File: src/rtl/hazard_sched_pkg.sv
// Shared state encodings and constants for the pipeline hazard scheduler.
package hazard_sched_pkg;

    localparam int RREG_ADDR_BUS = 3;

    typedef enum logic [1:0] {
        HS_RUN      = 2'd0,
        HS_MEM_WAIT = 2'd1,
        HS_FLUSH    = 2'd2
    } hs_state_t;

    localparam logic [1:0] JP_NONE = 2'b00;

endpackage

File: src/rtl/hazard_cmp.sv
// Load-use comparator: the ID instruction reads the register a load in EX is about to write.
module hazard_cmp #(
    parameter int ADDR_W = 3
) (
    input  logic [ADDR_W-1:0] rs_addr_ID,
    input  logic              rs_used_ID,
    input  logic [ADDR_W-1:0] rt_addr_ID,
    input  logic              rt_used_ID,
    input  logic              read_mem_EX,
    input  logic              wite_reg_EX,
    input  logic [ADDR_W-1:0] addr3_EX,
    output logic              load_use
);

    logic w_rs_hit;
    logic w_rt_hit;

    // Register 0 is an ordinary register here, so no zero-address exclusion.
    assign w_rs_hit = rs_used_ID && (rs_addr_ID == addr3_EX);
    assign w_rt_hit = rt_used_ID && (rt_addr_ID == addr3_EX);
    assign load_use = read_mem_EX && wite_reg_EX && (w_rs_hit || w_rt_hit);

endmodule

File: src/rtl/hazard_sched.sv
// Pipeline hazard scheduler: drives PC/IF_ID/ID_EX/EX_MEM enables, flushes and bubbles
// for memory waits, taken jumps resolved in EX and load-use hazards.
module hazard_sched
    import hazard_sched_pkg::*;
#(
    parameter int ADDR_W   = RREG_ADDR_BUS,
    parameter int BR_FLUSH = 1,
    parameter int MEM_TMO  = 15,
    parameter int CNT_W    = 16
) (
    input  logic              clk,
    input  logic              reset,
    input  logic [ADDR_W-1:0] rs_addr_ID,
    input  logic              rs_used_ID,
    input  logic [ADDR_W-1:0] rt_addr_ID,
    input  logic              rt_used_ID,
    input  logic              read_mem_EX,
    input  logic              wite_reg_EX,
    input  logic [ADDR_W-1:0] addr3_EX,
    input  logic [1:0]        jp_flag_EX,
    input  logic              mem_req_MEM,
    input  logic              mem_ack,
    output logic              pc_en,
    output logic              if_id_en,
    output logic              if_id_flush,
    output logic              id_ex_bubble,
    output logic              ex_mem_en,
    output logic [CNT_W-1:0]  stall_cnt,
    output logic              mem_tmo
);

    localparam int         TMO_W      = $clog2(MEM_TMO + 1);
    localparam bit         HAS_FLUSH  = (BR_FLUSH > 0);
    localparam logic [1:0] FLUSH_LOAD = HAS_FLUSH ? 2'(BR_FLUSH - 1) : 2'd0;

    hs_state_t          r_state;
    logic [1:0]         r_flush_cnt;
    logic [TMO_W-1:0]   r_tmo_cnt;
    logic [CNT_W-1:0]   r_stall_cnt;
    logic               r_mem_tmo;

    logic w_load_use;
    logic w_redirect;
    logic w_mem_stall;
    logic w_stall;

    hazard_cmp #(.ADDR_W(ADDR_W)) u_cmp (
        .rs_addr_ID  (rs_addr_ID),
        .rs_used_ID  (rs_used_ID),
        .rt_addr_ID  (rt_addr_ID),
        .rt_used_ID  (rt_used_ID),
        .read_mem_EX (read_mem_EX),
        .wite_reg_EX (wite_reg_EX),
        .addr3_EX    (addr3_EX),
        .load_use    (w_load_use)
    );

    assign w_redirect  = (jp_flag_EX != JP_NONE);
    assign w_mem_stall = mem_req_MEM && !mem_ack;

    // Mealy decode; reset forces the safe values combinationally so they appear asynchronously.
    always_comb begin
        pc_en        = 1'b1;
        if_id_en     = 1'b1;
        if_id_flush  = 1'b0;
        id_ex_bubble = 1'b0;
        ex_mem_en    = 1'b1;
        if (!reset) begin
            pc_en        = 1'b0;
            if_id_en     = 1'b0;
            if_id_flush  = 1'b1;
            id_ex_bubble = 1'b1;
            ex_mem_en    = 1'b0;
        end else begin
            case (r_state)
                HS_RUN: begin
                    if (w_mem_stall) begin
                        pc_en     = 1'b0;
                        if_id_en  = 1'b0;
                        ex_mem_en = 1'b0;
                    end else if (w_redirect) begin
                        if_id_flush  = 1'b1;
                        id_ex_bubble = 1'b1;
                    end else if (w_load_use) begin
                        pc_en        = 1'b0;
                        if_id_en     = 1'b0;
                        id_ex_bubble = 1'b1;
                    end
                end
                HS_MEM_WAIT: begin
                    if (!mem_ack) begin
                        pc_en     = 1'b0;
                        if_id_en  = 1'b0;
                        ex_mem_en = 1'b0;
                    end
                end
                HS_FLUSH: begin
                    if_id_flush  = 1'b1;
                    id_ex_bubble = 1'b1;
                end
                default: ;
            endcase
        end
    end

    assign w_stall = !pc_en || if_id_flush;

    always_ff @(posedge clk or negedge reset) begin
        if (!reset) begin
            r_state     <= HS_RUN;
            r_flush_cnt <= '0;
            r_tmo_cnt   <= '0;
            r_stall_cnt <= '0;
            r_mem_tmo   <= 1'b0;
        end else begin
            if (w_stall && (r_stall_cnt != '1))
                r_stall_cnt <= r_stall_cnt + 1'b1;
            case (r_state)
                HS_RUN: begin
                    if (w_mem_stall) begin
                        r_state   <= HS_MEM_WAIT;
                        r_tmo_cnt <= '0;
                    end else if (w_redirect && HAS_FLUSH) begin
                        r_state     <= HS_FLUSH;
                        r_flush_cnt <= FLUSH_LOAD;
                    end
                end
                HS_MEM_WAIT: begin
                    if (mem_ack) begin
                        r_state <= HS_RUN;
                    end else begin
                        if (r_tmo_cnt != TMO_W'(MEM_TMO))
                            r_tmo_cnt <= r_tmo_cnt + 1'b1;
                        if (r_tmo_cnt == TMO_W'(MEM_TMO - 1))
                            r_mem_tmo <= 1'b1;
                    end
                end
                HS_FLUSH: begin
                    if (r_flush_cnt == 2'd0)
                        r_state <= HS_RUN;
                    else
                        r_flush_cnt <= r_flush_cnt - 1'b1;
                end
                default: r_state <= HS_RUN;
            endcase
        end
    end

    assign stall_cnt = r_stall_cnt;
    assign mem_tmo   = r_mem_tmo;

endmodule

File: config.mk
export PLATFORM = sky130hd
export DESIGN_NAME = hazard_sched
export DESIGN_NICKNAME = d
export VERILOG_FILES = /design/src/rtl/hazard_sched_pkg.sv /design/src/rtl/hazard_cmp.sv /design/src/rtl/hazard_sched.sv
export SDC_FILE = /design/constraint.sdc
export NUM_CORES = 1
export LEC_CHECK = 0
export ABC_AREA = 1
export CAP_MARGIN = 20
export CORE_MARGIN = 3
export CORE_UTILIZATION = 25
export DETAILED_ROUTE_END_ITERATION = 10
export DONT_BUFFER_PORTS = 1
export HOLD_SLACK_MARGIN = 0.02
export PLACE_DENSITY = 0.41
export SLEW_MARGIN = 30
export SYNTH_ARGS = -nofsm -noshare
export SYNTH_HDL_FRONTEND = slang
export SYNTH_SLANG_ARGS = --single-unit
File: constraint.sdc
create_clock -name clk -period 2.85 [get_ports clk]
set_clock_uncertainty 0.2 [all_clocks]
set_input_delay 0.285 -clock clk [delete_from_list [all_inputs] [get_ports clk]]
set_output_delay 0.285 -clock clk [all_outputs]
set_load 0.05 [all_outputs]
Yosys cells after proc, flatten, opt, wreduce, memory -nomap -nowiden
Index checks and enable logic that the tools add are counted.
- add/subtract/negate cells: 3
- multiply operators: 0
- divide/modulo/power cells: 0
- magnitude comparators: 0
- eq/ne operators: 16
- shift operators: 0
- muxes and demuxes: 31
- bitwise gates (word level): 1
- reductions and logical operators: 19
- operator list (cell ; count):
    adder 16 x 1 -> 16 bit (second input constant) ; 1
    inequality test 16 bit (second input constant) ; 1
    inequality test 2 bit (second input constant) ; 8
    two-way mux 1 bit ; 14
    two-way mux 2 bit ; 7
    two-way mux 4 bit ; 3
    case mux 1 bit (2 select lines) ; 4
    case mux 4 bit (2 select lines) ; 1
    AND reduction 4 bit ; 2
    == test 3 bit ; 2
    logical AND 1 bit ; 6
    case mux 2 bit (3 select lines) ; 1
    AND reduction 3 bit ; 2
    nonzero test 2 bit ; 3
    adder 4 x 1 -> 4 bit (second input constant) ; 1
    == test 4 bit (second input constant) ; 1
    zero test 2 bit ; 2
    inequality test 4 bit (second input constant) ; 1
    case mux 2 bit (2 select lines) ; 1
    inequality test 3 bit (second input constant) ; 1
    == test 2 x 1 -> 1 bit (second input constant) ; 1
    == test 2 bit (second input constant) ; 1
    zero test 1 bit ; 2
    logical OR 1 bit ; 2
    other kinds (2) ; 2
- flip-flop bits (word level): 25
- bits in latches: 0
- RAM bits: 0
- memory bits (read-only): 0
- bits of input ports: 19
- output and inout bits: 22
- logic and storage cells: 75
- memories: 0

Depth between registers and ports, before layout
Gate-level depths: netlist (run 1).
- depth after elaboration: 12
- depth in mapped cells: 14

By module
From an unflattened synthesis (run 1), not the netlist that was laid out.
- cells, all modules: 249
- area, all modules: 1720.4 sq um
- modules (own cells, without submodules) (module ; instances ; cells each ; area an instance (sq um) ; seq. area each (sq um)):
    hazard_sched ; 1 ; 215 ; 1582.8 ; 625.6
    hazard_cmp ; 1 ; 34 ; 137.6 ; 0.0

Least setup slack after synthesis (run 1)
No wires, ideal clock.
- path kind: register to output
- start: register r_state[0]
- end: output pc_en
- arrival time: 2.097 ns
- data required time: 2.365 ns
- path slack: 0.268 ns
- stages on the path, launching flop included: 11
- path buffers: 1
- cell sequence: dfrtp_1 > inv_2 > nand2_1 > nor2_2 > nand2_1 > nand2_1 > inv_1 > nand2_1 > inv_1 > a21oi_1 > buf_4
- cells in the longest elaborated chain, start to end: 3
- elaborated cells between the ends (all ways): 4
- RTL lines (element ; line ; RTL):
    start, declared ; hazard_sched.sv:36 ; hs_state_t r_state;
    start signal, assigned ; hazard_sched.sv:110 ; r_state <= HS_RUN;
    start signal, assigned ; hazard_sched.sv:121 ; r_state <= HS_MEM_WAIT;
    start signal, assigned ; hazard_sched.sv:124 ; r_state <= HS_FLUSH;
    == test 2 x 1 -> 1 bit or zero test 2 bit (tied branches) ; n/a ;
    case mux 1 bit (2 select lines) (*) ; n/a ;
    two-way mux 1 bit (*) ; n/a ;
    end, declared ; hazard_sched.sv:23 ; output logic pc_en,
Mark *: on every way between the ends. The rest lies on a longest branch, timed or not.

Worst setup path after layout (run 1)
- start: register r_state[1]
- end: output pc_en
Same word-level chain as after synthesis.

==> results of run 1 <==
==> sequential cells by signal, indices dropped and copies added (netlist names) <==
name	flops
r_tmo_cnt	4
stall_cnt	16
mem_tmo	1
r_flush_cnt	2
r_state	2
==> path summary, 6_finish.rpt <==
| kind | startpoint | endpoint | cells after the start |
|---|---|---|---|
| worst min-delay path | mem_req_MEM | r_tmo_cnt[3] | 3 |
| worst max register to register | stall_cnt[7] | stall_cnt[15] | 9 |
| worst max-delay path | r_state[1] | pc_en | 10 |
| min in group asynchronous | reset | stall_cnt[0] | 2 |
| worst min register to register | r_flush_cnt[0] | r_flush_cnt[0] | 3 |
| max in group asynchronous | reset | mem_tmo | 2 |
==> final cells by class <==
| class | instances | share of cell area [%] |
|---|---|---|
| Timing Repair Buffer | 21 | 8.90 |
| Sequential cell | 25 | 31.8 |
| Tap cell | 77 | 4.90 |
| Clock buffer | 3 | 2.10 |
| Clock inverter | 1 | 0.381 |
| Inverter | 33 | 6.29 |
| Multi-Input combinational cell | 175 | 45.6 |
==> critical path, delay by kind of cell, from the launching register on <==
kind	cells	cell delay (ns)
buffers and inverters	4	0.52
flip-flops	1	0.37
AO/OA/AOI/OAI	1	0.12
AND/OR/NAND/NOR	5	0.48
==> logic make-up after synthesis <==
group | count (synthesis)
and+or+nand+nor | 148
buffers and inverters | 37
DFF | 25
xor gates and xnor gates | 16
AOI/OAI and AO/OA | 7
adders and majority gates | 4
==> cell usage in the layout, fill, tap and decap left out <==
master,count
nand2_1,82
inv_1,32
nand3_1,26
dfrtp_1,25
nor2_1,23
buf_4,18
xor2_1,10
xnor2_1,6
nor3_1,4
ha_1,4
o21ai_0,3
clkbuf_8,3
or2_2,2
nand2_4,2
nand2_2,2
nand4_1,2
dlygate4sd3_1,2
inv_2,1
nor2_2,1
a21oi_2,1
nor3_2,1
nand3_2,1
nor2_4,1
nor4_4,1
a31o_2,1
a21oi_1,1
o31ai_1,1
clkinvlp_4,1
buf_12,1
==> metrics by stage <==
stage                     setup slack, ns  instance area [um^2]  hold slack (ns)
after global placement              0.742                  1880           -0.210
after global routing                0.390                  1970           0.0577
final                               0.601                  1970           0.0675
after CTS                           0.563                  1970           0.0493
after floorplan                     0.268                  1670           -0.211
after detailed placement            0.723                  1880           -0.210
==> power breakdown <==
part | internal (W) | leakage, nW | total, W | switching (W)
clock | 0.0000993 | 0.0217 | 0.000228 | 0.000129
sequential | 0.000431 | 0.334 | 0.000470 | 0.0000397
combinational | 0.000223 | 0.669 | 0.000792 | 0.000568
total | 0.000753 | 1.02 | 0.00149 | 0.000737
==> routing by layer <==
layer,share of wire (%),track usage [%],up-vias
met5,0,0,-
met4,0.54,1.26,0
met3,6.4,3.29,2
met2,47,19.0,36
met1,46,13.5,622
li1,-,-,775
==> metrics.txt, run 1 <==
via count=1435; critical path cell sequence=inv_1, nand2_1, nor2_2, nand2_1, nand2_1, inv_1, nand2_1, inv_1, a21oi_2, buf_4; Min Clock Period, post-route=2.25 ns; Syn-to-layout area delta=17.7%; Synth Area in XOR/XNOR=8.38%; Slowest-stage cell, CP=dfrtp_1; Detail Placement HPWL=between 2 and 3 mm; max incr delay on CP=0.37 ns; Synth area leaders=dfrtp_1 (37%), nand2_1 (18%), nand3_1 (7.8%); core outline area=between 6000 and 7000 um^2; clk_lat worst skew=0.28 ns; clk sink count=25; Yosys reg bits=25; Fill cells=692; Initial Util=a little over a quarter; antenna-violating nets left=0; largest net degree at the start of global routing=26; most frequent cell after synthesis=nand2_1; final period utilization=78.9%; Pwr per Cell Area=757 nW/um^2; Rel. slew slack=59.3%; Die X=87.8 um; number of max-cap violations=0; hold crit path type=in -> reg; fraction of layout instances using a drive strength above 1=14.3%; main combinational cell family by area after synthesis=simple AND/OR/NAND/NOR gates; syn nets=260; YS warnings=0; Primary FF master, synth=dfrtp_1; Synth area leader=dfrtp_1; Total Wirelength=3.91 mm; Synth Area in Simple Gates=39.6%; # rows=29; Worst-path clk slew=about 0.090 ns; initial antenna violation count=0; drt wl/cell=11.7 um; Overflow after GRT=0; Final nets=282; Synth Area in Compound Gates=under 10%; Mapped Cells=237; # diodes=0; vias in the first global route=1425; H-tree depth=1; Arr. time, crit path=roughly 1.8 ns; GRT Overall Usage=approximately 11%; die area=7710 um^2; Port Buffers=0; synthesized area=1670 um^2; PnR Total Power=0.00149 W; Post-synth EDFFs=0; mux share of post-synthesis cell area=0%; Netlist cell types=26; fin util=30.6%; crit path launch type=flop; Worst VDD drop=503 uV; r2r setup slk=0.71 ns; CTS root buffer=clkbuf_8; # setup viols final=0; status=complete, no violations; GPL Wtd Cong=0.813; RSZ-0062 raised after global routing=false; I/O pins=41; Vias/cell=between 4 and 5; Worst Setup End Kind=primary output; ys async rst share=100%; Adder-Cell Fraction of Synth Area=2.99%; wire length of the first global-routing pass=6.66 mm; Final Hold Fails=0; DIE HEIGHT=87.8 um; max frequency=445 MHz; fin. max-slew vios=0; postcts setup bufs=0; post-cts resize count=0; Tightest Pin Transition=0.610 ns; DRC=0; TritonRoute pass-1 iters=4; Clock Tree Buf Depth=2; CTS tree=done; register area=approximately 630 um^2; share of the synthesized area in the top cell type=between 30% and 40%; leakage=1.02 nW; most used cell, CP=nand2_1; sum of negative setup slack=0 ns; register area share after synthesis=37.4%; filler-free cell count of the finished design=335; hold buffer count at cts=3; crit path kind=reg -> out; commonest cells in the netlist=nand2_1 (82), inv_1 (32), nand3_1 (26); syn avg cell area=around 7 um^2; footprint of the multi-input gates=898 um^2; Inst Count DP=328; Starting DRT DRC Count=63; required time worst endpoint=2.37 ns; Inserted Clock Buffers=3; peak fanout along the critical path=5
Note: power is estimated with default switching activity, not from simulation.
==> run 2: changes to the inputs <==
PLACE_DENSITY = 0.43   (was 0.41)
clock period = 1.9 ns   (was 2.85 ns; I/O delays follow)
==> run 2 against run 1 <==
Compared with the run above: the flow now finishes with violations (setup timing); global-route usage rose by 1.1 points; register-to-register slack got worse by 0.59 ns; utilization is 4.3 points higher; worst setup slack lost 0.63 ns.
==> metrics.txt, run 2 (synthesis results as in run 1) <==
largest net degree at the start of global routing=26; crit path kind=reg -> out; number of max-cap violations=0; most used cell, CP=nand2_2; sum of negative setup slack=-0.0708 ns; H-tree depth=1; Final nets=298; critical path cell sequence=inv_2, nand2_4, nor2_4, nand2_2, nand2_2, inv_2, buf_4, nand2_2, nand2_1, nand2_2, buf_12; status=complete, but fails checks; Inserted Clock Buffers=3; max incr delay on CP=0.39 ns; RSZ-0062 raised after global routing=true; Overflow after GRT=0; GPL Wtd Cong=0.780; Final Hold Fails=0; GRT Overall Usage=11.9%; drt wl/cell=12.2 um; commonest non-fill, non-tap cell in the layout=nand2_1; Worst-path clk slew=0.09 ns; PnR Total Power=0.00262 W; die area=7710 um^2; # rows=29; Starting DRT DRC Count=33; antenna-violating nets left=0; clk sink count=25; sequential power share=29.3%; vias in the first global route=approximately 1500; hold-critical path depth=5; Min Clock Period, post-route=1.93 ns; Total Wirelength=4.28 mm; Port Buffers=0; Worst VDD drop=331 uV; fin util=35.0%; internal power=approximately 0.0014 W; CTS tree=done; fin. max-slew vios=0; # setup viols final=3; filler-free cell count of the finished design=351; final period utilization=102%; worst hold margin=0.111 ns; max FFs per register=16; Vias/cell=4.31; r2r worst-path depth=9; core outline area=6420 um^2; DIE HEIGHT=between 80 and 90 um; peak fanout along the critical path=3; Pwr per Cell Area=1170 nW/um^2; via count=1512; Clock Tree Buf Depth=2; Initial Util=26.0%; Detail Placement HPWL=between 3 and 4 mm; failing checks=setup timing; Tightest Pin Transition=around 0.48 ns; switching share of power=47.2%; Arr. time, crit path=1.54 ns; Comb pwr share=roughly three fifths; CP delay by family, top=simple AND/OR/NAND/NOR gates; hold crit path type=in -> reg; clk_lat worst skew=~0.27 ns; Worst Setup End Kind=primary output; CP Buf/Inv Count=4; required time worst endpoint=~1.5 ns; initial antenna violation count=0; CTS root buffer=clkbuf_8; clock power share=12.6%; DRC=0; Syn-to-layout area delta=34.3%; switching power=0.00124 W; wire length of the first global-routing pass=7.17 mm; Inst Count DP=338; Rel. slew slack=67.8%; WP depth=11; # diodes=0; PnR worst setup slack=-0.0300 ns; Fill cells=between 600 and 700; leakage=1.12 nW; most frequent cells in the layout=nand2_1 (75), inv_1 (29), buf_4 (28), nand3_1 (23), nor2_1 (20); Die X=around 90 um; Slowest-stage cell, CP=dfrtp_1; fraction of layout instances using a drive strength above 1=28.8%; I/O pins=41; crit path launch type=flop; TritonRoute pass-1 iters=4; max frequency=around 520 MHz
run 2: worst paths after layout:
path                                    from       endpoint  slack, ns
worst min register to register  stall_cnt[5]   stall_cnt[5]       0.34
min in group asynchronous              reset   stall_cnt[8]       0.14
worst min-delay path                   reset   stall_cnt[0]       0.11
worst max-delay path              r_state[0]   id_ex_bubble      -0.03
worst max register to register  stall_cnt[1]  stall_cnt[15]       0.12
max in group asynchronous              reset   stall_cnt[1]       1.18
run 2: per-layer routing:
metal	wire length, um	global-route usage (%)	part of all wire, %
met1	2010	16.3	47
met2	2000	18.8	47
met3	233	3.01	5.4
met4	43	2.93	1.0
met5	0	0	0
run 2: power groups by stage:
stage	Clock (W)	Combinational (W)	Sequential, W
floorplan	0	0.000719	0.00102
global placement	0	0.00133	0.000777
detailed placement	0	0.00134	0.000778
CTS	0.000354	0.00146	0.000768
global route	0.000367	0.00167	0.000786
finish	0.000330	0.00152	0.000769
run 2: layout make-up:
type                    count  area, um^2  share of cell area, %
inverters                  33         124                   5.52
well taps                  77        96.3                   4.29
clock buffers               4        45.0                   2.01
flip-flops and latches     25         638                   28.4
repair buffers             37         347                   15.4
multi-input cells         175         996                   44.3
run 2: per-stage QoR:
| step | cell area [um^2] | setup WS (ns) |
|---|---|---|
| after floorplan | 1740 | -0.0698 |
| after global placement | 2040 | 0.119 |
| after detailed placement | 2040 | 0.0989 |
| after CTS | 2190 | -0.0450 |
| after global routing | 2250 | -0.135 |
| final | 2250 | -0.0300 |
run 2: tightest hold or removal path: cells and delay by family:
kind | cells | cell delay [ns]
simple gates | 4 | 0.31
buf+inv | 1 | 0.06
run 2: repair_timing:
item | in CTS | in global routing
buffers inserted | 4 | 2
hold buffers | 4 | 0
endpoints found under the hold margin | 27 | 0
setup endpoints to repair | 4 | 11
pin swaps | 3 | 9
gates resized for setup | 9 | 13
